### config.mk
export PLATFORM = sky130hd
export DESIGN_NAME = vpaddle
export DESIGN_NICKNAME = d
export VERILOG_FILES = /design/src/rtl/pong_pkg.sv /design/src/rtl/edge_det.sv /design/src/rtl/vpaddle.sv
export SDC_FILE = /design/constraint.sdc
export NUM_CORES = 1
export LEC_CHECK = 0
export ABC_AREA = 1
export CELL_PAD_IN_SITES_DETAIL_PLACEMENT = 0
export CELL_PAD_IN_SITES_GLOBAL_PLACEMENT = 1
export CORE_MARGIN = 4
export CORE_UTILIZATION = 28
export CTS_CLUSTER_DIAMETER = 100
export DETAILED_ROUTE_END_ITERATION = 16
export PLACE_DENSITY = 0.75
export SLEW_MARGIN = 20
export SYNTH_ARGS = -nofsm -noshare
export SYNTH_HDL_FRONTEND = slang
export SYNTH_HIERARCHICAL = 1
export SYNTH_SLANG_ARGS = --single-unit
export TNS_END_PERCENT = 5
### constraint.sdc
create_clock -name CLK_DRV -period 1.6 [get_ports CLK_DRV]
set_input_delay 0.32 -clock CLK_DRV [delete_from_list [all_inputs] [get_ports CLK_DRV]]
set_output_delay 0.32 -clock CLK_DRV [all_outputs]
set_load 0.01 [all_outputs]
### src/rtl/pong_pkg.sv
// Shared definitions for the pong video blocks: paddle FSM states and paddle geometry.
package pong_pkg;

    typedef enum logic [1:0] {
        IDLE = 2'd0,
        WAIT = 2'd1,
        DRAW = 2'd2,
        DONE = 2'd3
    } vpaddle_state_t;

    localparam int         PAD_LINES       = 16;
    localparam logic [7:0] POS_MAX_DEFAULT = 8'd231;

endpackage

### src/rtl/edge_det.sv
// Registered edge detector: one flop of history, combinational rise/fall strobes.
module edge_det #(
    parameter logic RST_VAL = 1'b0
) (
    input  logic clk,
    input  logic rst_n,
    input  logic d,
    output logic rise,
    output logic fall
);

    logic q;

    always_ff @(posedge clk) begin
        if (!rst_n) q <= RST_VAL;
        else        q <= d;
    end

    assign rise = d & ~q;
    assign fall = ~d & q;

endmodule

### src/rtl/vpaddle.sv
// Vertical paddle generator: 16-line stripe starting pos_q lines after VBLANK falls.
// Optional VPADDLE_CLAMP_EN limits the captured start line to POS_MAX.
module vpaddle
    import pong_pkg::*;
#(
    parameter int               POS_W   = 8,
    parameter logic [POS_W-1:0] POS_MAX = POS_W'(POS_MAX_DEFAULT)
) (
    input  logic             CLK_DRV,
    input  logic             RST_N,
    input  logic             HSYNC_N,
    input  logic             VBLANK,
    input  logic             PADH,
    input  logic [POS_W-1:0] POS,
    input  logic             ATTRACT,
    output logic             PAD,
    output logic             PAD_N,
    output logic             SEG_B,
    output logic             SEG_C,
    output logic             SEG_D,
    output logic             DRAWING
);

`ifdef VPADDLE_CLAMP_EN
    localparam bit CLAMP = 1'b1;
`else
    localparam bit CLAMP = 1'b0;
`endif

    vpaddle_state_t   state;
    logic [POS_W-1:0] pos_q;
    logic [POS_W-1:0] line_cnt;
    logic [3:0]       stripe_cnt;
    logic [POS_W-1:0] pos_cap;
    logic             hs_rise, hs_fall_unused;
    logic             vb_rise, vb_fall;

    edge_det #(.RST_VAL(1'b1)) u_hs_edge (
        .clk  (CLK_DRV),
        .rst_n(RST_N),
        .d    (HSYNC_N),
        .rise (hs_rise),
        .fall (hs_fall_unused)
    );

    edge_det #(.RST_VAL(1'b0)) u_vb_edge (
        .clk  (CLK_DRV),
        .rst_n(RST_N),
        .d    (VBLANK),
        .rise (vb_rise),
        .fall (vb_fall)
    );

    assign pos_cap = (CLAMP && (POS > POS_MAX)) ? POS_MAX : POS;

    // VBLANK rise overrides everything, including a coincident line edge.
    always_ff @(posedge CLK_DRV) begin
        if (!RST_N) begin
            state      <= IDLE;
            pos_q      <= '0;
            line_cnt   <= '0;
            stripe_cnt <= '0;
        end else if (vb_rise) begin
            state <= IDLE;
            pos_q <= pos_cap;
        end else begin
            case (state)
                IDLE: if (vb_fall) begin
                    state    <= WAIT;
                    line_cnt <= pos_q;
                end
                WAIT: if (hs_rise) begin
                    if (line_cnt == '0) begin
                        state      <= DRAW;
                        stripe_cnt <= '0;
                    end else begin
                        line_cnt <= line_cnt - POS_W'(1);
                    end
                end
                DRAW: if (hs_rise) begin
                    if (stripe_cnt == 4'(PAD_LINES - 1)) state <= DONE;
                    else                                 stripe_cnt <= stripe_cnt + 4'd1;
                end
                default: ;
            endcase
        end
    end

    // The stripe counter only moves in DRAW, so its bits double as the held segment code.
    assign DRAWING = (state == DRAW);
    assign PAD     = DRAWING & PADH & ~ATTRACT;
    assign PAD_N   = ~PAD;
    assign SEG_B   = stripe_cnt[1];
    assign SEG_C   = stripe_cnt[2];
    assign SEG_D   = stripe_cnt[3];

endmodule

# After elaboration in Yosys (flattened, before gate mapping)
# Index checks and enable logic that the tools add are counted.
op_classes:
  n_addsub: 2
  n_eq_ne: 10
  muxes: 15
  bitwise_logic: 12
  n_reduce_logical: 9
op_table:
  columns: ["operator", "n"]
  rows:
  - ["$mux 8", 3]
  - ["$mux 4", 4]
  - ["$pmux 8 s2", 1]
  - ["$reduce_and 6->1", 2]
  - ["$mux 2", 5]
  - ["$logic_not 8->1", 1]
  - ["$ne 2x2->1 const B", 4]
  - ["$pmux 4 s2", 1]
  - ["$sub 8x1->8 const B", 1]
  - ["$not 1->1", 7]
  - ["$ne 2x1->1 const B", 3]
  - ["$pmux 2 s3", 1]
  - ["$and 1x1->1", 5]
  - ["$reduce_and 5->1", 1]
  - ["$add 4x1->4 const B", 1]
  - ["$eq 4x4->1 const B", 1]
  - ["$reduce_bool 2->1", 2]
  - ["$reduce_bool 3->1", 1]
  - ["$eq 2x1->1 const B", 1]
  - ["$eq 2x2->1 const B", 1]
  - ["$logic_not 2->1", 1]
  - ["$reduce_or 2->1", 1]
word_totals:
  reg_bits: 24
  out_inout_bits: 6
  word_cells: 54

# Depth between registers and ports, before layout
depth:
  word_depth: 4
  ltp_mapped: 11
  mapped_depth_nobuf: 11

# Cells and area by module
# Netlist, hierarchy kept.
by_module_without_submodules:
  columns: ["mod", "instances", "cells_each", "area_each_um2", "seq_area_each_um2"]
  rows:
  - ["vpaddle", 1, 208, 1342.5, 440.4]
  - ["edge_det (u_vb_edge)", 1, 7, 45.0, 20.0]
  - ["edge_det (u_hs_edge)", 1, 6, 38.8, 20.0]

# Least setup slack after synthesis
# Ideal clock, no wire load.
synth_timing:
  path_type: "reg2reg"
  startpoint: "reg state[1]"
  endpoint: "reg line_cnt[5]"
  setup_ns: 0.113
  arrival_ns: 1.408
  setup_slack_ns: 0.079
  path_stages_with_launch: 10
  path_buffers: 1
  path_cell_list: "dfxtp_1 inv_1 ha_1 buf_2 nand2_1 nand2_1 nor2_2 nand2_4 nor2_1 nor2_1"
synth_via:
  elab_chain_len: 3
  word_cells_on_any_way: 8
  cone_classes: "eq/ne: 4; mux: 1; reduce/logical: 3"
synth_lines:
  columns: ["element", "line_no", "source"]
  rows:
  - ["start: declaration", "vpaddle.sv:30", "vpaddle_state_t state;"]
  - ["start signal: assignment", "vpaddle.sv:59", "state <= IDLE;"]
  - ["start signal: assignment", "vpaddle.sv:64", "state <= IDLE;"]
  - ["start signal: assignment", "vpaddle.sv:69", "state <= WAIT;"]
  - ["$eq 2x1->1 / $logic_not 2->1 (equally long branches)", "vpaddle.sv:67", "case (state)"]
  - ["$ne 2x2->1 (no source line) (tied with other cells)", null, null]
  - ["$reduce_and 5->1 (no source line)", null, null]
  - ["end signal: assignment", "vpaddle.sv:70", "line_cnt <= pos_q;"]
  - ["end signal: assignment", "vpaddle.sv:77", "line_cnt <= line_cnt - POS_W'(1);"]
  - ["end: declaration", "vpaddle.sv:32", "logic [POS_W-1:0] line_cnt;"]
# Several ways; a longest one is shown, not always the timed one.
# A chain may end at the register's enable or synchronous reset.

# Final worst setup path
layout_timing:
  startpoint: "reg stripe_cnt[2]"
  endpoint: "out SEG_C"
layout_lines:
  columns: ["element", "line_no", "source"]
  rows:
  - ["start: declaration", "vpaddle.sv:33", "logic [3:0] stripe_cnt;"]
  - ["start signal: assignment", "vpaddle.sv:82", "else stripe_cnt <= stripe_cnt + 4'd1;"]
  - ["end: declaration", "vpaddle.sv:19", "output logic SEG_C,"]
# No word-level cell between the ends.

==> report_table.html <==
<table>
<tr><th>Metric</th><th>Value</th></tr>
<tr><th colspan="2">Status</th></tr>
<tr><td>Result of the run</td><td>finished clean</td></tr>
<tr><th colspan="2">Setup path</th></tr>
<tr><td>Required time worst endpoint</td><td>1.28 ns</td></tr>
<tr><td>Crit. path cell count</td><td>1</td></tr>
<tr><td>CP Cell Sequence</td><td>clkdlybuf4s50_1</td></tr>
<tr><td>Minimum setup slack among reg-to-reg paths</td><td>0.11 ns</td></tr>
<tr><td>Max incr delay on CP</td><td>0.56 ns</td></tr>
<tr><td>Startpoint type of the worst setup path</td><td>flop</td></tr>
<tr><td>Start point of the critical path</td><td>stripe_cnt[2]</td></tr>
<tr><td>Number of cell instances on the worst register-to-register path</td><td>9</td></tr>
<tr><td>Family of cells with the greatest summed delay on the critical path</td><td>buffers and inverters</td></tr>
<tr><td>Endpoint kind of the worst setup timing path</td><td>primary output</td></tr>
<tr><td>CP max stage cell</td><td>sky130_fd_sc_hd__clkdlybuf4s50_1</td></tr>
<tr><td>End point of the critical path</td><td>SEG_C</td></tr>
<tr><td>Critical Path Fanout Max</td><td>6</td></tr>
<tr><td>Arrival time of data at the critical path endpoint</td><td>1.22 ns</td></tr>
<tr><td>Critical path buffers and inverters</td><td>1</td></tr>
<tr><td>Origin of the critical flop-to-flop path</td><td>state[0]</td></tr>
<tr><td>RR Endpoint</td><td>line_cnt[5]</td></tr>
<tr><td>Path type of the worst setup path</td><td>flop to primary output</td></tr>
<tr><th colspan="2">Global routing</th></tr>
<tr><td>Wire length of the first global-routing pass</td><td>5.45 mm</td></tr>
<tr><td>Largest net degree at the start of global routing</td><td>19</td></tr>
<tr><td>Global routing usage summed across all routing layers</td><td>0.108</td></tr>
<tr><td>Antenna violations before repair</td><td>0</td></tr>
<tr><td>Number of global-route vias before repair</td><td>1,237</td></tr>
<tr><td>Total gr overflow</td><td>0</td></tr>
<tr><th colspan="2">Hold path</th></tr>
<tr><td>Class of the tightest hold or removal check</td><td>flop to flop</td></tr>
<tr><th colspan="2">Placement</th></tr>
<tr><td>Final weighted congestion in routability-driven placement</td><td>0.716</td></tr>
<tr><td>Count of buffers inserted at the top-level ports</td><td>19</td></tr>
<tr><td>Post-Place Cells</td><td>315</td></tr>
<tr><td>Hpwl dp</td><td>2.44 mm</td></tr>
<tr><td>Cell area reported after detailed placement</td><td>1780 µm²</td></tr>
<tr><td>Post-Place Worst Slack</td><td>-0.228 ns</td></tr>
<tr><th colspan="2">Die</th></tr>
<tr><td>DIE AREA</td><td>6270 µm²</td></tr>
<tr><td>Die boundary height</td><td>79.2 µm</td></tr>
<tr><td>Starting utilization of the core area</td><td>0.295</td></tr>
<tr><td>Std-Cell Rows</td><td>25</td></tr>
<tr><td>Core Box Area</td><td>4820 µm²</td></tr>
<tr><td>Width of the die</td><td>79.2 µm</td></tr>
<tr><td>IO Pins</td><td>20</td></tr>
<tr><th colspan="2">Timing</th></tr>
<tr><td>Setup violators final</td><td>0</td></tr>
<tr><td>Post-route clock skew</td><td>0.00238 ns</td></tr>
<tr><td>Unrepaired setup endpoints after global routing</td><td>true</td></tr>
<tr><td>Transition at the pin with the smallest max-transition slack</td><td>0.260 ns</td></tr>
<tr><td>Slew Limit Fails</td><td>0</td></tr>
<tr><td>Final-report hold violation count</td><td>0</td></tr>
<tr><td>Fmax</td><td>0.650 GHz</td></tr>
<tr><td>Period minus WS final</td><td>1.54 ns</td></tr>
<tr><td>Slack of the critical path</td><td>0.0618 ns</td></tr>
<tr><td>Final critical-path share of the clock period</td><td>0.961</td></tr>
<tr><td>Slew HR</td><td>0.827</td></tr>
<tr><th colspan="2">Finish</th></tr>
<tr><td>N_diodes</td><td>0</td></tr>
<tr><td># nets final</td><td>277</td></tr>
<tr><td>Cell area after layout</td><td>1880 µm²</td></tr>
<tr><td>Fill cell total of the finished layout</td><td>553</td></tr>
<tr><td>Signed area change from the synthesized netlist to the final layout</td><td>32.5%</td></tr>
<tr><td>Final instance count without filler cells</td><td>321</td></tr>
<tr><td>Proportion of layout cells with a drive suffix above 1</td><td>0.181</td></tr>
<tr><th colspan="2">Routing</th></tr>
<tr><td>Post-DR wirelength/cell</td><td>9.63 µm</td></tr>
<tr><td>DRC violation total after the first TritonRoute iteration</td><td>94</td></tr>
<tr><td>Number of vias per cell</td><td>4.26</td></tr>
<tr><td>Detailed-route wire length</td><td>3.09 mm</td></tr>
<tr><td>Post-route DRC violation count</td><td>0</td></tr>
<tr><td>Total number of vias</td><td>1,368</td></tr>
<tr><td>Antenna Violating Nets Remaining</td><td>0</td></tr>
<tr><td>First-pass DRT Iterations</td><td>6</td></tr>
<tr><th colspan="2">Power and ir drop</th></tr>
<tr><td>Leakage power total</td><td>0.000895 µW</td></tr>
<tr><td>Power density over cell area</td><td>1240 nW/µm²</td></tr>
<tr><td>VDD IR-drop max</td><td>0.510 mV</td></tr>
<tr><th colspan="2">Synth</th></tr>
<tr><td>Number of warnings printed during yosys synthesis</td><td>6</td></tr>
<tr><td>Gate count after technology mapping</td><td>219</td></tr>
<tr><td>Post-synthesis instance area</td><td>1420 µm²</td></tr>
<tr><td>Total nets after synthesis</td><td>241</td></tr>
<tr><td>Mean Syn Cell Area</td><td>6.48 µm²</td></tr>
<tr><th colspan="2">Clock tree</th></tr>
<tr><td>Clk slew on worst S/H paths</td><td>0.09 ns</td></tr>
<tr><td>Clock root cell</td><td>sky130_fd_sc_hd__clkbuf_8</td></tr>
<tr><td>CTS sink count</td><td>24</td></tr>
<tr><td>CTS tree</td><td>done</td></tr>
<tr><td>Deepest level of the CTS H-tree</td><td>1</td></tr>
<tr><td>Number of buffers added by the clock tree synthesis step</td><td>3</td></tr>
<tr><td>Hold buffers post-CTS</td><td>0</td></tr>
<tr><td>Clock latency reported for the late side of the worst-skew pair</td><td>0.27 ns</td></tr>
<tr><td>Max Root-Sink Buffers</td><td>2</td></tr>
<tr><th colspan="2">Run</th></tr>
<tr><td>Max-Cap Viols</td><td>0</td></tr>
</table>
worst min-delay path by stage:
stage | startpoint | endpoint | slack (ns) | depth (start not counted)
after detailed placement | pos_q[4] | pos_q[4] | 0.49 | 2
after CTS | pos_q[4] | pos_q[4] | 0.51 | 2
after floorplan | RST_N | u_hs_edge/q | 0.39 | 1
after global routing | stripe_cnt[1] | stripe_cnt[1] | 0.51 | 2
final | stripe_cnt[1] | stripe_cnt[1] | 0.50 | 2
after global placement | pos_q[4] | pos_q[4] | 0.48 | 2
layout by cell type (no fill, tap or decap), types with 2 or more instances in the layout:
cell type	instances
sky130_fd_sc_hd__a21oi_1	8
sky130_fd_sc_hd__buf_2	2
sky130_fd_sc_hd__buf_4	15
sky130_fd_sc_hd__clkbuf_8	3
sky130_fd_sc_hd__clkdlybuf4s50_1	16
sky130_fd_sc_hd__dfxtp_1	20
sky130_fd_sc_hd__dfxtp_2	4
sky130_fd_sc_hd__ha_1	7
sky130_fd_sc_hd__inv_1	20
sky130_fd_sc_hd__inv_2	4
sky130_fd_sc_hd__nand2_1	53
sky130_fd_sc_hd__nand2_2	2
sky130_fd_sc_hd__nand2_4	2
sky130_fd_sc_hd__nand3_1	17
sky130_fd_sc_hd__nand3b_1	2
sky130_fd_sc_hd__nand4_1	2
sky130_fd_sc_hd__nor2_1	46
sky130_fd_sc_hd__nor2_2	5
sky130_fd_sc_hd__o21ai_0	12
per-layer routing:
layer  track usage  wire [µm]  vias up
met4        0.0344         30        0
met1         0.144       1660      590
li1              -          -      756
met3        0.0261        124        2
met2         0.171       1280       20
met5             0          0        -
metrics by stage:
| stage | util | setup TNS [ns] | total power (µW) | hold WS (ns) |
|---|---|---|---|---|
| 2_1_floorplan | - | 0 | 1500 | 0.389 |
| 3_3_place_gp | 0.369 | -2.23 | 1790 | 0.477 |
| 3_5_place_dp | 0.369 | -2.68 | 1790 | 0.485 |
| 4_1_cts | 0.383 | 0 | 2330 | 0.508 |
| 5_1_grt | 0.390 | -0.0318 | 2560 | 0.513 |
| 6_report | 0.390 | 0 | 2330 | 0.495 |
registers in the layout, summed over array words and instances (netlist names):
| register | flops |
|---|---|
| u_hs_edge/q | 1 |
| state | 2 |
| stripe_cnt | 4 |
| line_cnt | 8 |
| pos_q | 8 |
| u_vb_edge/q | 1 |
what timing repair did:
action	4_1_cts	5_1_grt
hold endpoints to repair	0	0
pin swaps	1	3
gates cloned	0	0
resized for setup	13	10
endpoints found under the setup margin	4	18
buffers inserted	0	2
final cells by class:
class	instances	area, µm²	area share
Clock buffer	3	41.3	0.0220
Timing Repair Buffer	35	304	0.162
Sequential cell	24	485	0.258
Multi-Input combinational cell	166	841	0.447
Tap cell	67	83.8	0.0446
Inverter	25	95.1	0.0506
Clock inverter	1	30.0	0.0160
report_power, final:
group	internal [µW]	total, µW	switching, µW
sequential	682	751	69.4
combinational	432	1050	615
clock	335	536	201
Power figures use the tool's default switching activity.
==> patch 1, RTL diff (config.mk and constraints unchanged) <==
The option `VPADDLE_CLAMP_EN` is turned on by a define.
--- a/src/rtl/vpaddle.sv
+++ b/src/rtl/vpaddle.sv
@@ -1,4 +1,6 @@
 // Vertical paddle generator: 16-line stripe starting pos_q lines after VBLANK falls.
 // Optional VPADDLE_CLAMP_EN limits the captured start line to POS_MAX.
+`define VPADDLE_CLAMP_EN
+
 module vpaddle
     import pong_pkg::*;
Formal check against the unedited RTL: same outputs for any inputs over 10 cycles, from zero or initial values and one cycle with RST_N low; that may be too few to reach the edited logic, so the function may still have changed.
==> patch 1 against the unedited design <==
Worst setup slack worse by 0.0088 ns. Sequential share of layout area is 1.1 points lower. Count of clock-buffer cells in the layout unchanged. Non-clock buffer count increased by 4. Synthesized area down 1.5%. Register-to-register slack lost 0.04 ns. Sequential cell count unchanged. Wire length rose by 3.5%. Total power fell by 9.9%. Final area up 4.1%. Via count down 1.6%. Critical path type unchanged. Largest cell class unchanged. Highest routed layer unchanged.
==> patch 1: results (changes against the unedited design) <==
stage;metric;value;unit;change
placement;HPWL after DPL;2.47;mm;+1.3%
drt;DRT iter0 DRCs;46;;-51%
clock_network;Root Driver;clkbuf_8;;
setup_path;slowest stage delay, CP;0.56;ns;about the same
hold_path;worst hold path class;primary input to register;;
setup_path;Crit path max-delay family;buffers and inverters;;
yosys;Net Count, Synth;228;;-5.4%
setup_path;FF-to-FF End;state[0];;
clock_network;Clock Tree Buf Depth;2;;unchanged
setup_path;Reg2Reg Depth;10;;+1
global_route;antenna violations before repair;0;;unchanged
setup_path;CP endpoint;SEG_D;;
pwr;Peak VDD IR;0.378;mV;-26%
setup_path;flop2flop setup slack;0.07;ns;-0.04 ns
clock_network;H-tree Lvls;1;;unchanged
timing;worst-margin pin slew;0.432;ns;+0.172 ns
global_route;largest net degree at the start of global routing;16;;-3
timing;fin. max-slew vios;0;;unchanged
placement;dpl ws;-0.290;ns;-0.0610 ns
setup_path;CP max stage cell;clkdlybuf4s50_1;;
cells_and_area;layout cell share with drive strength beyond 1;0.236;;+0.0547
pwr;Sw Ratio;0.346;;-0.0334
placement;Buffers on Ports;19;;unchanged
pwr;Logic pwr share;0.409;;-0.040
drt;drt wl/cell;10.2;µm;+6.2%
yosys;synth warn;6;;unchanged
setup_path;WP buf/inv;1;;unchanged
setup_path;Critical Path Start;stripe_cnt[3];;
pwr;leak pwr;0.836;nW;-6.6%
drt;DRT Pass-1 Iters;4;;-2
global_route;first-pass GRT wire length;5.58;mm;+2.4%
global_route;gr usage total;0.111;;+0.00343
cells_and_area;Inserted Diodes;0;;unchanged
global_route;number of global-route vias before repair;1266;;+2.3%
hold_path;Hold Path End;u_hs_edge/q;;
timing;Tmin final;1.55;ns;+0.00875 ns
pwr;P_seq;0.713;mW;-5.1%
clock_network;Worst-Skew Late Latency;0.26;ns;
cells_and_area;filler cell count;487;;-12%
drt;via-per-instance ratio;4.30;;+0.91%
hold_path;beginning of the worst hold path;HSYNC_N;;
setup_path;worst-path fanout max;4;;-2
cells_and_area;Final #Nets;269;;-2.9%
run_status;run status;finished clean;;
placement;GPL Wtd Cong;0.762;;+6.4%
timing;Worst Skew;0.00370;ns;+0.00132 ns
setup_path;r2r startpoint;state[0];;
hold_path;Hold Path Stages;3;;+1
==> patch 1: metal layers <==
layer  GRT usage  vias to the layer above  part of all wire
li1            -                      737                 -
met5           0                        -                 0
met2       0.181                       15              0.46
met1       0.148                      592              0.50
met4      0.0420                        0             0.011
met3      0.0172                        2             0.023
==> patch 1: worst register-to-register path, stage by stage (launching register included) <==
cell and delay, ns:
dfxtp_2 0.34, inv_2 0.05, ha_4 0.15, buf_4 0.13, buf_4 0.14, nand2_1 0.13
nand3_1 0.12, and2b_2 0.25, nand2_1 0.05, nand2_1 0.05, nor2_1 0.03
==> patch 1: stage by stage <==
step | hold slack [ns] | util | std cells | power (mW) | area (µm²)
2_1_floorplan | 0.389 | - | 206 | 1.23 | 1400
3_3_place_gp | 0.428 | 0.375 | 307 | 1.51 | 1790
3_5_place_dp | 0.438 | 0.375 | 307 | 1.51 | 1790
4_1_cts | 0.456 | 0.393 | 312 | 2.07 | 1880
5_1_grt | 0.288 | 0.409 | 313 | 2.27 | 1960
6_report | 0.272 | 0.409 | 313 | 2.10 | 1960
==> patch 1: cell type report <==
class	instances	area share
Inverter	29	0.0556
Timing Repair Buffer	39	0.171
Tap cell	67	0.0428
Clock buffer	3	0.0211
Sequential cell	24	0.247
Multi-Input combinational cell	150	0.446
Clock inverter	1	0.0153
==> patch 1: timing repair <==
| action | 4_1_cts | 5_1_grt |
|---|---|---|
| pin swaps | 1 | 8 |
| endpoints found under the setup margin | 3 | 19 |
| gates resized for setup | 8 | 30 |
| setup buffers | 1 | 1 |
==> patch 2, RTL diff (config.mk and constraints unchanged) <==
Made on the original files. Register the outputs `PAD_N`, `SEG_B`, `SEG_C` and `SEG_D`, without a reset; this adds one clock of latency there. The other outputs are not delayed to match.
--- a/src/rtl/vpaddle.sv
+++ b/src/rtl/vpaddle.sv
@@ -90,8 +90,10 @@
     assign DRAWING = (state == DRAW);
     assign PAD     = DRAWING & PADH & ~ATTRACT;
-    assign PAD_N   = ~PAD;
-    assign SEG_B   = stripe_cnt[1];
-    assign SEG_C   = stripe_cnt[2];
-    assign SEG_D   = stripe_cnt[3];
+    always_ff @(posedge CLK_DRV) begin
+        PAD_N <= ~PAD;
+        SEG_B <= stripe_cnt[1];
+        SEG_C <= stripe_cnt[2];
+        SEG_D <= stripe_cnt[3];
+    end
 
 endmodule
Behaviour: not the same (a bounded check fails within 4 cycles, from zero or initial values and one cycle with RST_N low).
==> patch 2 against the unedited design <==
Final area rose by 3.5%. Clock skew rose by 0.0068 ns. Largest cell class unchanged. Clock power rose by 5.8%. Total power rose by 4.6%. Critical path depth rose by 8. Sequential cell count rose by 4. Via count rose by 0.58%. Wire length rose by 1.7%. Largest power group unchanged. Die area rose by 5.1%. Synthesized area rose by 5.6%. Worst setup slack improved by 0.043 ns. Utilization fell by 1.2 points. Global-route usage fell by 0.24 points. Synthesized cell count rose by 1.8%.
==> patch 2: results (changes against the unedited design) <==
stage;metric;value;unit;change
cells_and_area;Largest regs;line_cnt (8), pos_q (8), stripe_cnt (4);;
pwr;leak pwr;0.923;nW;+3.2%
pwr;Logic pwr share;0.423;;-0.026
global_route;number of global-route vias before repair;1260;;+1.9%
clock_network;# resized after CTS;5;;-8
global_route;largest net degree at the start of global routing;19;;unchanged
setup_path;worst-path fanout max;9;;+3
cells_and_area;layout cell share with drive strength beyond 1;0.156;;-0.0255
clock_network;H-tree Lvls;1;;unchanged
clock_network;Root Driver;clkbuf_8;;
timing;fin. max-slew vios;0;;unchanged
timing;Worst Skew;0.00922;ns;+0.00685 ns
hold_path;worst hold path class;register to register;;
placement;dpl ws;-0.216;ns;+0.0123 ns
clock_network;setup bufs post-CTS;0;;unchanged
cells_and_area;Inserted Diodes;0;;unchanged
global_route;antenna violations before repair;0;;unchanged
global_route;met1 Use GR;0.130;;-0.0143
drt;via-per-instance ratio;4.21;;-1.3%
placement;Buffers on Ports;19;;unchanged
placement;HPWL after DPL;2.43;mm;-0.38%
drt;WL final;3.15;mm;+1.7%
timing;Hold Violations, Final;0;;unchanged
cells_and_area;Final #Nets;280;;+1.1%
drt;DRT Pass-1 Iters;4;;-2
global_route;first-pass GRT wire length;5.51;mm;+1.1%
timing;worst-margin pin slew;0.265;ns;+0.00546 ns
setup_path;critical path arrival;1.68;ns;+0.46 ns
pwr;Peak VDD IR;0.520;mV;+2.1%
yosys;Net Count, Synth;245;;+1.7%
clock_network;clock-pin slew on the worst setup and hold paths;0.10;ns;
pwr;Power Density;1250;nW/µm²;+1.1%
clock_network;hold_buf cts;0;;unchanged
pwr;Clock Power;0.567;mW;+5.8%
global_route;gr usage total;0.106;;-0.00241
cells_and_area;fin area;1950;µm²;+3.5%
global_route;GR Util met2;0.184;;+0.0130
setup_path;Crit path max-delay family;simple AND/OR/NAND/NOR gates;;
yosys;synth warn;6;;unchanged
setup_path;slowest stage delay, CP;0.37;ns;-0.19 ns
clock_network;Clock Tree Buf Depth;2;;unchanged
run_status;run status;finished clean;;
placement;placed cells;323;;+2.5%
global_route;grt met3 use;0.0233;;-0.00280
drt;DRT iter0 DRCs;48;;-49%
placement;GPL Wtd Cong;0.727;;+1.6%
floorplanning;chip width;81.2;µm;+2.5%
cells_and_area;filler cell count;593;;+7.2%
clock_network;Worst-Skew Late Latency;0.28;ns;
cells_and_area;fin cells;327;;+1.9%
pwr;Sw Ratio;0.372;;-0.00786
yosys;Cells after Synth;223;;+1.8%
setup_path;CP max stage cell;dfxtp_1;;
-- patch 2: worst reg2reg max path: stages (launching register included) --
cell     delay, ns
dfxtp_1       0.37
inv_1         0.10
ha_1          0.23
buf_4         0.18
o21ai_4       0.12
nand2_4       0.14
nand2_4       0.13
nand2_1       0.06
nand2_1       0.05
nor2_1        0.04
-- patch 2: routing by layer --
layer	up-vias	wire length, µm
met5	-	0
met4	0	38
met3	2	73
met2	13	1370
met1	598	1660
li1	763	-
-- patch 2: worst paths after layout --
check                           depth (start not counted)  slack [ns]     endpoint          start
worst max-delay path                                    9        0.10  line_cnt[6]       state[1]
worst min-delay path                                    0        0.39        SEG_D  stripe_cnt[3]
worst max register to register                          9        0.10  line_cnt[6]       state[1]
worst min register to register                          0        0.39        SEG_D  stripe_cnt[3]
-- patch 2: layout make-up --
cell class,count,area share
Tap cell,70,0.0450
Multi-Input combinational cell,166,0.431
Clock buffer,3,0.0212
Timing Repair Buffer,34,0.150
Sequential cell,28,0.289
Inverter,25,0.0488
Clock inverter,1,0.0154
